**src/rtl/arb_pkg.sv**
```systemverilog
// Shared types and sizing helpers for the round-robin arbiter and its picker.
// The arbiter's grant bus feeds the 8-to-3 encoder, hence ARB_N.
package arb_pkg;

  typedef enum logic {
    IDLE  = 1'b0,
    GRANT = 1'b1
  } arb_state_t;

  localparam int ARB_N = 8;

  function automatic int ptr_w(input int n);
    return (n < 2) ? 1 : $clog2(n);
  endfunction

  localparam int ARB_PTR_W = ptr_w(ARB_N);

endpackage

```
**src/rtl/rr_pick.sv**
```systemverilog
// Combinational rotate-priority picker: first set bit of vec_i at or above
// ptr_i, wrapping N-1 -> 0. Returns the one-hot choice, its index and a hit flag.
module rr_pick
  import arb_pkg::*;
#(
  parameter int N = ARB_N
) (
  input  logic [N-1:0]        vec_i,
  input  logic [ptr_w(N)-1:0] ptr_i,
  output logic [N-1:0]        onehot_o,
  output logic [ptr_w(N)-1:0] idx_o,
  output logic                any_o
);

  localparam int PW = ptr_w(N);

  logic          found;
  logic [PW-1:0] pos;

  // N is a power of two, so the PW-bit sum wraps the search naturally.
  always_comb begin
    found    = 1'b0;
    idx_o    = '0;
    onehot_o = '0;
    pos      = '0;
    for (int k = 0; k < N; k++) begin
      pos = ptr_i + PW'(k);
      if (!found && vec_i[pos]) begin
        found = 1'b1;
        idx_o = pos;
      end
    end
    if (found) onehot_o[idx_o] = 1'b1;
    any_o = found;
  end

endmodule

```
**src/rtl/rr_arbiter.sv**
```systemverilog
// Registered round-robin arbiter with bounded hold under contention.
// Grant is one-hot or zero and drives the downstream 8-to-3 encoder directly.
module rr_arbiter
  import arb_pkg::*;
#(
  parameter int N        = ARB_N,
  parameter int MAX_HOLD = 4
) (
  input  logic         clk,
  input  logic         rst_n,
  input  logic [N-1:0] req,
  output logic [N-1:0] gnt,
  output logic         gnt_valid
);

  localparam int PW = ptr_w(N);
  localparam int HW = (MAX_HOLD < 2) ? 1 : $clog2(MAX_HOLD);
  localparam logic [HW-1:0] HOLD_LAST = HW'((MAX_HOLD == 0) ? 0 : MAX_HOLD - 1);
  localparam bit PREEMPT_EN = (MAX_HOLD != 0);

  arb_state_t    state_q, state_d;
  logic [N-1:0]  gnt_q, gnt_d;
  logic          gnt_valid_q;
  logic [PW-1:0] gidx_q, gidx_d;
  logic [PW-1:0] ptr_q, ptr_d;
  logic [HW-1:0] hold_q, hold_d;

  logic [N-1:0]  full_oh, excl_oh;
  logic [PW-1:0] full_idx, excl_idx;
  logic          full_any, excl_any;
  logic [N-1:0]  req_excl;

  function automatic logic [HW-1:0] sat_inc(input logic [HW-1:0] h);
    return (h == HOLD_LAST) ? h : h + HW'(1);
  endfunction

  assign req_excl = req & ~gnt_q;

  rr_pick #(.N(N)) u_pick_full (
    .vec_i    (req),
    .ptr_i    (ptr_q),
    .onehot_o (full_oh),
    .idx_o    (full_idx),
    .any_o    (full_any)
  );

  rr_pick #(.N(N)) u_pick_excl (
    .vec_i    (req_excl),
    .ptr_i    (ptr_q),
    .onehot_o (excl_oh),
    .idx_o    (excl_idx),
    .any_o    (excl_any)
  );

  always_comb begin
    state_d = state_q;
    gnt_d   = gnt_q;
    gidx_d  = gidx_q;
    ptr_d   = ptr_q;
    hold_d  = hold_q;
    unique case (state_q)
      IDLE: begin
        gnt_d = '0;
        if (full_any) begin
          gnt_d   = full_oh;
          gidx_d  = full_idx;
          ptr_d   = full_idx + PW'(1);
          hold_d  = '0;
          state_d = GRANT;
        end
      end
      GRANT: begin
        // Handover, whether on release or on timeout, lands on one edge.
        if (!req[gidx_q]) begin
          if (excl_any) begin
            gnt_d  = excl_oh;
            gidx_d = excl_idx;
            ptr_d  = excl_idx + PW'(1);
            hold_d = '0;
          end else begin
            gnt_d   = '0;
            state_d = IDLE;
          end
        end else if (excl_any && PREEMPT_EN && (hold_q == HOLD_LAST)) begin
          gnt_d  = excl_oh;
          gidx_d = excl_idx;
          ptr_d  = excl_idx + PW'(1);
          hold_d = '0;
        end else begin
          hold_d = sat_inc(hold_q);
        end
      end
      default: begin
        gnt_d   = '0;
        state_d = IDLE;
      end
    endcase
  end

  always_ff @(posedge clk or negedge rst_n) begin
    if (!rst_n) begin
      state_q     <= IDLE;
      gnt_q       <= '0;
      gnt_valid_q <= 1'b0;
      gidx_q      <= '0;
      ptr_q       <= '0;
      hold_q      <= '0;
    end else begin
      state_q     <= state_d;
      gnt_q       <= gnt_d;
      gnt_valid_q <= |gnt_d;
      gidx_q      <= gidx_d;
      ptr_q       <= ptr_d;
      hold_q      <= hold_d;
    end
  end

  assign gnt       = gnt_q;
  assign gnt_valid = gnt_valid_q;

endmodule

```
**config.mk**
```make
export PLATFORM = sky130hd
export DESIGN_NAME = rr_arbiter
export DESIGN_NICKNAME = d
export VERILOG_FILES = /design/src/rtl/arb_pkg.sv /design/src/rtl/rr_pick.sv /design/src/rtl/rr_arbiter.sv
export SDC_FILE = /design/constraint.sdc
export NUM_CORES = 1
export LEC_CHECK = 0
export ABC_AREA = 1
export CORE_MARGIN = 2
export CORE_UTILIZATION = 40
export DETAILED_ROUTE_END_ITERATION = 12
export PLACE_DENSITY = 0.59
export SLEW_MARGIN = 0
export SYNTH_ARGS = -nofsm -noshare
export SYNTH_HDL_FRONTEND = slang
export SYNTH_SLANG_ARGS = --single-unit
```
**constraint.sdc**
```tcl
create_clock -name clk -period 4.1 [get_ports clk]
set_input_delay 1.23 -clock clk [delete_from_list [all_inputs] [get_ports clk]]
set_output_delay 1.23 -clock clk [all_outputs]
set_load 0.01 [all_outputs]
```
# After elaboration in Yosys (flattened, before gate mapping)

Index checks and enable logic that the tools add are counted.

Register bits after elaboration: 18
Word-level logic and storage cells: 167

Add/sub/neg operators: 10
Magnitude comparators: 13
Equality and inequality tests: 5
Mux-type cells: 96
Bitwise operators: 3
Reduce and logical (&&, ||, !) cells: 34

Operators with widths:

| cell                  | count |
|---|---|
| $mux W3               | 24 |
| $bmux W1 S3           | 17 |
| $lt A3 B4 Y1 const B  | 11 |
| $mux W8               | 5 |
| $mux W1               | 38 |
| $logic_and A1 B1 Y1   | 17 |
| $pmux W8 S2           | 1 |
| $logic_not A1 Y1      | 14 |
| $add A3 B3 Y3 const B | 4 |
| $pmux W3 S2           | 2 |
| $mux W2               | 5 |
| $add A3 B1 Y3 const B | 3 |
| $and A8 B8 Y8         | 1 |
| $not A8 Y8            | 1 |
| $reduce_or A8 Y1      | 1 |
| $add A3 B2 Y3 const B | 2 |
| $demux W1 S3          | 2 |
| $ge A3 B1 Y1 const B  | 2 |
| $reduce_and A3 Y1     | 2 |
| $ne A4 B3 Y1 const B  | 1 |
| $pmux W2 S2           | 1 |
| $ne A3 B1 Y1 const B  | 1 |
| $ne A3 B2 Y1 const B  | 1 |
| $add A2 B1 Y2 const B | 1 |
| 4 further kinds       | 4 |

# Depth between registers and ports, before layout

Depth after elaboration: 35
Gate-level depth with buffers: 24
Mapped depth without buffers: 21

# Cells and area by module

Synthesis repeated with hierarchy kept, for this count alone.

Cells, all modules: 503
Area, all modules: 2977.9 um^2

Modules (own cells, without submodules):

| module     | times used | cells an instance | area each (um^2) | seq. area each (um^2) |
|---|---|---|---|---|
| rr_pick    | 2          | 164               | 855.8            | 0.0 |
| rr_arbiter | 1          | 175               | 1266.2           | 450.4 |

# Worst setup path before layout

Ideal clock, no wire load.

Path kind: input port to flip-flop
From: input req[3]
To: register ptr_q[2]
Library setup time: 127 ps
Data arrival time: 2944 ps
Data required time: 3973 ps
Setup slack: 1030 ps
Cell stages on the path: 15
Cells stage by stage: nand2_1 nand3_2 nand3_1 nand2_1 nor2_4 nand4_4 nor2_4 nand3_2 nor2_2 inv_1 o21ai_2 o21ai_0 ha_1 o211ai_1 o21ai_1

Word-level cells in the longest chain between the ends: 29

RTL lines:

| what                              | line                               | RTL |
|---|---|---|
| start: declaration                | rr_arbiter.sv:11                   | `input logic [N-1:0] req,` |
| $and A8 B8 Y8                     | rr_arbiter.sv:37                   | `assign req_excl = req & ~gnt_q;` |
| $bmux W1 S3                       | rr_pick.sv:28                      | `if (!found && vec_i[pos]) begin` |
| $mux W1 (implied by the code)     | rr_pick.sv:28                      |  |
| $mux W1                           | rr_pick.sv:28                      |  |
| $logic_not A1 Y1                  | rr_pick.sv:28                      |  |
| $logic_and A1 B1 Y1               | rr_pick.sv:28                      |  |
| $mux W1                           | rr_pick.sv:28                      |  |
| $logic_not A1 Y1                  | rr_pick.sv:28                      |  |
| [13 not listed]                   | --                                 |  |
| $mux W1                           | rr_pick.sv:28                      |  |
| $logic_not A1 Y1                  | rr_pick.sv:28                      |  |
| $logic_and A1 B1 Y1               | rr_pick.sv:28                      |  |
| $mux W3                           | rr_pick.sv:28                      |  |
| $add A3 B1 Y3                     | rr_arbiter.sv:78, rr_arbiter.sv:87 |  |
| $mux W3, on equally long branches | rr_arbiter.sv:75, rr_arbiter.sv:84 |  |
| $mux W3                           | rr_arbiter.sv:74                   | `if (!req[gidx_q]) begin` |
| $pmux W3 S2                       | rr_arbiter.sv:61                   | `unique case (state_q)` |
| end signal: assignment            | rr_arbiter.sv:113                  | `ptr_q <= ptr_d;` |
| end: declaration                  | rr_arbiter.sv:25                   | `logic [PW-1:0] ptr_q, ptr_d;` |

Parallel ways exist; a longest one is shown, timed or not. The select of a mux whose other input is x is not followed.
A chain may end at the register's enable or synchronous reset.

# Worst setup path in the final report

From: input req[1]
To: register ptr_q[2]

The elaborated chain is that of the path after synthesis.

==> flow_metrics.tcl <==
set metrics [dict create \
    place.gp.congestion 0.878 \
    fmax_mhz 269 \
    start_kind "primary input" \
    overflow 0 \
    postCtsSetupBuffers 0 \
    worst_pin_slew_ns 0.822 \
    cts_tree "built" \
    syn-num-nets 438 \
    numCtsBuffers 3 \
    slew_viol_final 0 \
    finalSetupTns_ns 0 \
    drt_iter0_drc 351 \
    finalCritPeriodShare_pct 90.6 \
    ys_types 34 \
    clockBufferDepth 2 \
    rsz0062_at_grt "false" \
    top_layer_used "met4" \
    dr.pass1.iters 6 \
    yosysSeqAreaShare_pct 18.2 \
    cts_root_buf "clkbuf_8" \
    synthTopCellsByArea "nand3_1 19%, nand2_1 19%, dfrtp_1 18%" \
    wl_met1_um 3430 \
    ios 19 \
    via_per_inst 5.38 \
    final_common_cell "nand2_1" \
    path_clk_slew_ns 0.07 \
    grt_pass1_wl_um 12100 \
    synthAdderAreaFrac_pct 2.02 \
    antenna_found_initial 0 \
    finalSetupViolCount 0 \
    dieHeight_um 82.7 \
    required_ns 4.25 \
    synthesis.area_mm2 0.00248 \
    yosysTopAreaCell "nand3_1" \
    relSlewSlack_pct 45.0 \
    syn_inst 424 \
    drc_errors 0 \
    clkLatencyLatePin_ns 0.26 \
    die_x_um 82.7 \
    finClkSkew_ns 0.00245 \
    routedWlPerCell_um 14.2 \
    cts_sinks 18 \
    crit_type "primary input to register" \
    num_antenna_cells 0 \
    grt_pass1_vias 2550 \
    route.vias.total 2775 \
    synth_top_family_by_area "simple AND/OR/NAND/NOR gates" \
    ys_ff_latch 18 \
    cts_hold_buf 0 \
    ys_warn_count 0 \
    synthXorXnorAreaFrac_pct 2.63 \
    min_path_cells 2 \
    core-area_mm2 0.00596 \
    grt_usage_pct 23.2 \
    max_cap_violations 0 \
    reg2regPathDepth 18 \
    grt_max_degree 20 \
    cts_resized 0 \
    critPathCaptureType "register" \
    fin_crit_ns 3.72 \
    holdCritPathClass "register to register" \
    cp_data_arrival_time_ns 3.86 \
    setup_slack_ns 0.384 \
    initial_core_util_pct 41.6 \
    dp_hpwl_um 5930 \
    met2_length_um 3450 \
    postRouteAntennaNets 0 \
    yosys.area_share.simple_pct 58.3 \
    areaGrowthSynthToFinish_pct 12.1 \
    final_cell_mix "123 x nand2_1, 96 x nand3_1, 49 x inv_1, 45 x nor2_1" \
    status "finished, final reports clean" \
    port_buffers 18 \
    wl_um 7330 \
    rows 28 \
    critPathMaxFanout 6 \
    muxShareOfSynthArea_pct 0 \
    htreeDepth 1 \
    synth_top_area_share_pct 19.4 \
    wl_met3_um 314 \
    finalHoldViolCount 0 \
    synth-compound-area-share_pct 7.68 \
    layout.nets 456 \
    avgSynthCellArea_um2 5.84 \
    layout-drive-gt1-share_pct 11.1 \
    dieArea_mm2 0.00684 \
    place_ws_ns 0.116 \
]
## flip-flops by register name, indices dropped and copies added (netlist names)
signal and flops:
ptr_q 3, hold_q 2, gnt 8, gidx_q 3, gnt_valid 1, state_q 1
## layout make-up
class | instances | area, µm²
inverter | 56 | 210
clock buffer | 4 | 55.1
tap | 75 | 93.8
sequential | 18 | 450
fill | 675 | 3180
timing repair buffer | 23 | 218
multi-input combinational | 340 | 1750
## path summary, 6_finish.rpt
kind / startpoint / to / slack [ns]
min in group asynchronous: rst_n / gnt[0] / 1.44
worst max register to register: ptr_q[0] / ptr_q[2] / 0.65
worst max-delay path: req[1] / ptr_q[2] / 0.38
max in group asynchronous: rst_n / gnt[1] / 2.15
worst min register to register: hold_q[1] / hold_q[1] / 0.49
worst min-delay path: hold_q[1] / hold_q[1] / 0.49
## through the flow
stage	std cells	utilization (%)	hold WS [ns]	instance area [µm²]
4_1_cts	516	46.6	0.498	2780
6_report	516	46.6	0.491	2780
2_1_floorplan	424	-	0.446	2480
5_1_grt	516	46.6	0.530	2780
3_3_place_gp	512	45.7	0.475	2720
3_5_place_dp	512	45.7	0.484	2720
## cells in the mapped netlist (all sizes together)
cell / n
xor2: 3
dfrtp: 18
inv: 56
o41ai: 1
buf: 8
a21boi: 1
o211ai: 1
o21ai: 19
nor3: 1
o21a: 2
xnor2: 1
nand2: 130
nand4: 8
a31oi: 1
o21bai: 2
nand3b: 5
o22ai: 1
ha: 4
o221ai: 2
nor2: 56
clkbuf: 2
or2: 1
nand3: 101
## kinds of logic after synthesis
kind of cell	Yosys count
AO/OA/AOI/OAI	30
AND/OR/NAND/NOR	302
flip-flops	18
XOR/XNOR	4
buffers and inverters	66
adder cells (fa/ha/maj)	4
## per-layer routing
metal,up-vias,GRT usage (%)
met5,-,0
met4,0,6.89
met3,15,0.978
met2,94,40.1
met1,1257,31.4
li1,1409,-
## worst max-delay path, stage by stage
cell             delay [ns]
clkdlybuf4s50_1        0.60
nand2_1                0.11
nand3_1                0.13
nand3_1                0.11
nand2_1                0.16
inv_1                  0.09
nand2_1                0.06
nand2_1                0.05
nand2_1                0.05
nand2_1                0.05
nor2_1                 0.08
nand3_1                0.17
o21ai_2                0.32
o21ai_0                0.17
ha_1                   0.23
o211ai_1               0.17
o21ai_1                0.08
Power is not shown: default switching activity piles up to over one toggle a cycle in this logic, so the estimate is an artifact.
